==> config.mk <==
export PLATFORM = sky130hd
export DESIGN_NAME = abs_dif_sched_flat
export DESIGN_NICKNAME = d
export VERILOG_FILES = /design/src/rtl/abs_dif_pkg.sv /design/src/rtl/abs_dif_sched_if.sv /design/src/rtl/abs_dif_rr_arb.sv /design/src/rtl/abs_dif_sched.sv /design/src/flat_wrapper.sv
export SDC_FILE = /design/constraint.sdc
export NUM_CORES = 1
export LEC_CHECK = 0
export CELL_PAD_IN_SITES_DETAIL_PLACEMENT = 0
export CELL_PAD_IN_SITES_GLOBAL_PLACEMENT = 1
export CORE_MARGIN = 8
export CORE_UTILIZATION = 38
export DETAILED_ROUTE_END_ITERATION = 8
export GPL_TIMING_DRIVEN = 0
export MAX_ROUTING_LAYER = met4
export PLACE_DENSITY_LB_ADDON = 0.1
export SETUP_SLACK_MARGIN = 0.3
export SYNTH_ARGS = -nofsm -noshare
export SYNTH_HDL_FRONTEND = slang
export SYNTH_SLANG_ARGS = --single-unit
==> constraint.sdc <==
create_clock -name clk -period 1.91 [get_ports clk]
set_input_delay 0.2865 -clock clk [delete_from_list [all_inputs] [get_ports clk]]
set_output_delay 0.2865 -clock clk [all_outputs]
set_load 0.1 [all_outputs]
==> src/rtl/abs_dif_pkg.sv <==
// Shared types and constants for the abs_dif scheduler slice.
package abs_dif_pkg;

    localparam int W = 4;

    localparam logic CH0 = 1'b0;
    localparam logic CH1 = 1'b1;

    localparam logic [1:0] ST_IDLE = 2'd0;
    localparam logic [1:0] ST_CMP  = 2'd1;
    localparam logic [1:0] ST_SUB  = 2'd2;
    localparam logic [1:0] ST_RESP = 2'd3;

    typedef enum logic [1:0] {
        IDLE = ST_IDLE,
        CMP  = ST_CMP,
        SUB  = ST_SUB,
        RESP = ST_RESP
    } state_t;

    typedef struct packed {
        logic agb;
        logic aeb;
        logic alb;
    } flags_t;

endpackage

==> src/rtl/abs_dif_sched_if.sv <==
// Request/grant and response bus between two requesters and the abs_dif scheduler.
interface abs_dif_sched_if #(parameter int W = abs_dif_pkg::W);

    logic         req0;
    logic [W-1:0] a0;
    logic [W-1:0] b0;
    logic         req1;
    logic [W-1:0] a1;
    logic [W-1:0] b1;
    logic         gnt0;
    logic         gnt1;
    logic         busy;
    logic         vld;
    logic         id;
    logic [W-1:0] dif;
    logic         agb;
    logic         aeb;
    logic         alb;

    modport master (
        output req0, a0, b0, req1, a1, b1,
        input  gnt0, gnt1, busy, vld, id, dif, agb, aeb, alb
    );

    modport slave (
        input  req0, a0, b0, req1, a1, b1,
        output gnt0, gnt1, busy, vld, id, dif, agb, aeb, alb
    );

endinterface

==> src/rtl/abs_dif_rr_arb.sv <==
// Two-way round-robin pick between req0/req1; the channel not served last wins a tie.
// Latency: combinational.
// Backpressure: none; en gates the pick so nothing is selected while the datapath is busy.
module abs_dif_rr_arb
    import abs_dif_pkg::*;
(
    input  logic       req0,
    input  logic       req1,
    input  logic       last_id,
    input  logic       en,
    output logic [1:0] win_oh,
    output logic       win_id
);

    always_comb begin
        win_oh = 2'b00;
        win_id = CH0;
        if (en) begin
            if (req0 && req1) begin
                if (last_id == CH1) begin
                    win_oh = 2'b01;
                    win_id = CH0;
                end else begin
                    win_oh = 2'b10;
                    win_id = CH1;
                end
            end else if (req0) begin
                win_oh = 2'b01;
                win_id = CH0;
            end else if (req1) begin
                win_oh = 2'b10;
                win_id = CH1;
            end
        end
    end

endmodule

==> src/rtl/abs_dif_sched.sv <==
// Time-shares one compare/subtract datapath between two requesters, returning |a-b| and flags.
// Latency: gnt at G, vld at G+2; next gnt no earlier than G+4.
// Backpressure: requests are level-held and simply wait while busy; no response stall.
module abs_dif_sched
    import abs_dif_pkg::*;
#(
    parameter int W = abs_dif_pkg::W
)(
    input  logic            clk,
    input  logic            rst_n,
    abs_dif_sched_if.slave  bus
);

    state_t       state;
    state_t       state_nxt;
    logic [W-1:0] op_a;
    logic [W-1:0] op_b;
    logic         id_r;
    flags_t       flg_r;
    logic         rr_ptr;

    logic         gnt0_r;
    logic         gnt1_r;
    logic         busy_r;
    logic         vld_r;
    logic         id_q;
    logic [W-1:0] dif_r;
    flags_t       flg_q;

    logic [1:0]   win_oh;
    logic         win_id;
    logic         arb_en;

    assign arb_en = (state == IDLE);

    abs_dif_rr_arb u_arb (
        .req0    (bus.req0),
        .req1    (bus.req1),
        .last_id (rr_ptr),
        .en      (arb_en),
        .win_oh  (win_oh),
        .win_id  (win_id)
    );

    always_ff @(posedge clk or negedge rst_n) begin
        if (!rst_n) state <= IDLE;
        else        state <= state_nxt;
    end

    always_comb begin
        state_nxt = state;
        case (state)
            IDLE:    if (win_oh != 2'b00) state_nxt = CMP;
            CMP:     state_nxt = SUB;
            SUB:     state_nxt = RESP;
            RESP:    state_nxt = IDLE;
            default: state_nxt = IDLE;
        endcase
    end

    // Result outputs (dif/flags/id) load at the SUB edge so they appear in RESP and hold afterwards.
    always_ff @(posedge clk or negedge rst_n) begin
        if (!rst_n) begin
            op_a   <= '0;
            op_b   <= '0;
            id_r   <= CH0;
            flg_r  <= '0;
            rr_ptr <= CH1;
            gnt0_r <= 1'b0;
            gnt1_r <= 1'b0;
            busy_r <= 1'b0;
            vld_r  <= 1'b0;
            id_q   <= CH0;
            dif_r  <= '0;
            flg_q  <= '0;
        end else begin
            gnt0_r <= win_oh[0];
            gnt1_r <= win_oh[1];
            busy_r <= (state_nxt != IDLE);
            vld_r  <= (state == SUB);
            case (state)
                IDLE: begin
                    if (win_oh != 2'b00) begin
                        op_a <= (win_id == CH1) ? bus.a1 : bus.a0;
                        op_b <= (win_id == CH1) ? bus.b1 : bus.b0;
                        id_r <= win_id;
                    end
                end
                CMP: begin
                    flg_r <= {op_a > op_b, op_a == op_b, op_a < op_b};
                end
                SUB: begin
                    dif_r <= flg_r.agb ? (op_a - op_b) : (op_b - op_a);
                    flg_q <= flg_r;
                    id_q  <= id_r;
                end
                RESP: begin
                    rr_ptr <= id_r;
                end
                default: ;
            endcase
        end
    end

    assign bus.gnt0 = gnt0_r;
    assign bus.gnt1 = gnt1_r;
    assign bus.busy = busy_r;
    assign bus.vld  = vld_r;
    assign bus.id   = id_q;
    assign bus.dif  = dif_r;
    assign bus.agb  = flg_q.agb;
    assign bus.aeb  = flg_q.aeb;
    assign bus.alb  = flg_q.alb;

endmodule

==> src/flat_wrapper.sv <==
// flat-port wrapper written by rule: the top's interface ports become plain ports
module abs_dif_sched_flat import abs_dif_pkg::*;
#(
    parameter int W = abs_dif_pkg::W
)
  (clk, rst_n, bus_req0, bus_a0, bus_b0, bus_req1, bus_a1, bus_b1, bus_gnt0, bus_gnt1, bus_busy, bus_vld, bus_id, bus_dif, bus_agb, bus_aeb, bus_alb);
  abs_dif_sched_if #(.W(W)) bus_i ();
  input  logic clk;
  input  logic rst_n;
  input wire logic [$bits(bus_i.req0)-1:0] bus_req0;
  input wire logic [$bits(bus_i.a0)-1:0] bus_a0;
  input wire logic [$bits(bus_i.b0)-1:0] bus_b0;
  input wire logic [$bits(bus_i.req1)-1:0] bus_req1;
  input wire logic [$bits(bus_i.a1)-1:0] bus_a1;
  input wire logic [$bits(bus_i.b1)-1:0] bus_b1;
  output wire logic [$bits(bus_i.gnt0)-1:0] bus_gnt0;
  output wire logic [$bits(bus_i.gnt1)-1:0] bus_gnt1;
  output wire logic [$bits(bus_i.busy)-1:0] bus_busy;
  output wire logic [$bits(bus_i.vld)-1:0] bus_vld;
  output wire logic [$bits(bus_i.id)-1:0] bus_id;
  output wire logic [$bits(bus_i.dif)-1:0] bus_dif;
  output wire logic [$bits(bus_i.agb)-1:0] bus_agb;
  output wire logic [$bits(bus_i.aeb)-1:0] bus_aeb;
  output wire logic [$bits(bus_i.alb)-1:0] bus_alb;
  assign bus_i.req0 = bus_req0;
  assign bus_i.a0 = bus_a0;
  assign bus_i.b0 = bus_b0;
  assign bus_i.req1 = bus_req1;
  assign bus_i.a1 = bus_a1;
  assign bus_i.b1 = bus_b1;
  assign bus_gnt0 = bus_i.gnt0;
  assign bus_gnt1 = bus_i.gnt1;
  assign bus_busy = bus_i.busy;
  assign bus_vld = bus_i.vld;
  assign bus_id = bus_i.id;
  assign bus_dif = bus_i.dif;
  assign bus_agb = bus_i.agb;
  assign bus_aeb = bus_i.aeb;
  assign bus_alb = bus_i.alb;
  abs_dif_sched #(.W(W)) u_core (.clk(clk), .rst_n(rst_n), .bus(bus_i));
endmodule
==> out/qor.csv <==
metric;value;unit
status;completed;
yosys-top-cells-area;dfrtp_1 47%, ha_1 10%, mux2_2 6.6%, mux2i_1 5.8%, nand2_1 4.6%;
cp-start-kind;register;
grt_first_pass_wirelength;4830;um
grt_max_degree;28;
clkLatencyLatePin;0.33;ns
r2r-start;u_core.op_a[0];
die_h;76.2;um
ant_nets;0;
numCtsBuffers;3;
critical_path_required;2.13;ns
yosysTopAreaCellShare;0.473;
yosysSeqAreaShare;0.492;
ys_seq_elements;27;
synth_area_per_cell;11.0;um^2
critPathKind;register to register;
fp.dieW;76.2;um
ys_warn_count;0;
fin_crit;1.75;ns
final_layout_size_suffix_gt1_frac;0.278;
crit_path_end;u_core.flg_r[2];
drt_first_pass_iters;4;
synth_nets;158;
fin_crit_sh;0.915;
netlist_area;1380;um^2
cap_violations;0;
synthFlopType;dfrtp_1;
clkTransAtPathRegs;0.15;ns
io_pins;32;
via_per_inst;4.59;
synth.most_common_cell;dfrtp_1;
skew;0.00923;ns
grt_pass1_vias;1098;
clock.fmax;572;MHz
avgRoutedWirePerCell;12.1;um
hold_class;input pin to async pin;
area_growth_syn_to_layout;37.9;%
finalHoldViolCount;0;
start_util;0.384;
report.final.slew_viol_count;0;
grt_usage;0.0996;
critPathMaxFanout;2;
diodes;0;
num_rows;22;
vias;995;
netlist-cell-type-count;26;
root_buffer;clkbuf_4;
htree_levels;1;
reg2regPathDepth;8;
regToRegSetupSlack;0.16;ns
worst_slew_pin_slew;0.589;ns
drc_errors;0;
synth-edff-count;0;
hpwl;2060;um
worstPathArrival;1.97;ns
fillers;336;
port_buffers;31;
cts_sinks;27;
timing.setup.tns;0;ns
place.gp.congestion;0.723;
critPathLaunch;u_core.op_a[0];
nNetsFinal;203;
fp.dieArea;5800;um^2
holdWs;0.477;ns
reg2reg_to;u_core.flg_r[2];
rsz0062_at_grt;true;
async_reset_ff_frac;1.00;
yosys.area.top_type;dfrtp_1;
drt_iter0_drc;26;
overflow;0;
clockBufferDepth;2;
antenna_found_initial;0;
synth_common_cells;26 x dfrtp_1, 17 x nand2_1, 13 x inv_1;
core;3580;um^2
routed_wl;2620;um
postSynthCellCount;125;
cts_tree;yes;
end_kind;register;
slew_headroom;0.607;
finalSetupViolations;0;
## layout make-up
class	count	area (um^2)	area share
timing repair buffer	40	394	0.208
clock buffer	3	22.5	0.0119
tap	48	60.1	0.0317
sequential	27	677	0.357
inverter	13	48.8	0.0257
clock inverter	1	7.51	0.00396
buffer	5	42.5	0.0224
multi-input combinational	80	644	0.340
## critical path, stage by stage, from the launching register on
cell and delay, ns:
dfrtp_1 0.40, inv_1 0.05, ha_2 0.18, inv_2 0.04
fa_2 0.33, a21o_1 0.18, a21oi_2 0.16, nor2_1 0.06
mux2_2 0.26
## metal layers
metal  track usage  part of all wire  vias up
met2         0.160              0.46       23
met1         0.118              0.49      462
met3        0.0248             0.038        4
li1              -                 -      506
met5             -                 0        -
met4        0.0346             0.010        0
## through the flow
step           worst slack, ns  cells   util  cell area [um^2]
4_1_cts                  0.153    213  0.518              1850
3_3_place_gp             0.111    204  0.490              1750
5_1_grt                 0.0725    217  0.530              1900
3_5_place_dp             0.103    204  0.490              1750
2_1_floorplan            0.285    125      -              1380
6_report                 0.163    217  0.530              1900
## worst min-delay path by stage
stage / from / endpoint
6_report: rst_n / u_core.flg_r[1]
2_1_floorplan: rst_n / u_core.bus.aeb
3_3_place_gp: u_core.op_b[3] / u_core.op_b[3]
5_1_grt: rst_n / u_core.bus.dif[1]
4_1_cts: u_core.op_a[3] / u_core.op_a[3]
3_5_place_dp: u_core.op_a[3] / u_core.op_a[3]
## cell usage in the layout (no fill, tap or decap), types with 4 or more instances in the layout
master,instances
nand2_1,17
clkdlybuf4s50_1,18
inv_1,12
buf_4,8
dfrtp_1,26
clkbuf_4,4
nor2_1,4
clkdlybuf4s15_2,12
mux2_2,7
ha_1,9
o21ai_0,11
mux2i_1,8
a21oi_1,5
## repair_timing
action | 4_1_cts | 5_1_grt
gates resized for setup | 40 | 6
hold buffers | 0 | 1
hold endpoints to repair | 0 | 26
pin swaps | 3 | 3
setup buffers | 5 | 3
endpoints found under the setup margin | 19 | 5
## flip-flops by register name, summed over array words and instances, names as in the netlist
name / count
u_core.bus.aeb: 1
u_core.bus.agb: 1
u_core.bus.alb: 1
u_core.bus.busy: 1
u_core.bus.dif: 4
u_core.bus.gnt0: 1
u_core.bus.gnt1: 1
u_core.bus.id: 1
u_core.bus.vld: 1
u_core.flg_r: 3
u_core.id_r: 1
u_core.op_a: 4
u_core.op_b: 4
u_core.rr_ptr: 1
u_core.state: 2
## cell families (layout without fill, tap and decap cells)
kind of cell,Yosys count,after routing,share of synthesized area
adders and majority gates,13,13,0.129
buffers and inverters,18,62,0.0619
and+or+nand+nor,27,27,0.0910
muxes,16,16,0.124
xor gates and xnor gates,1,1,0.00637
DFF,27,27,0.492
AOI/OAI and AO/OA,23,23,0.0955
Power is not shown: default switching activity piles up to over one toggle a cycle in this logic, so the estimate is an artifact.
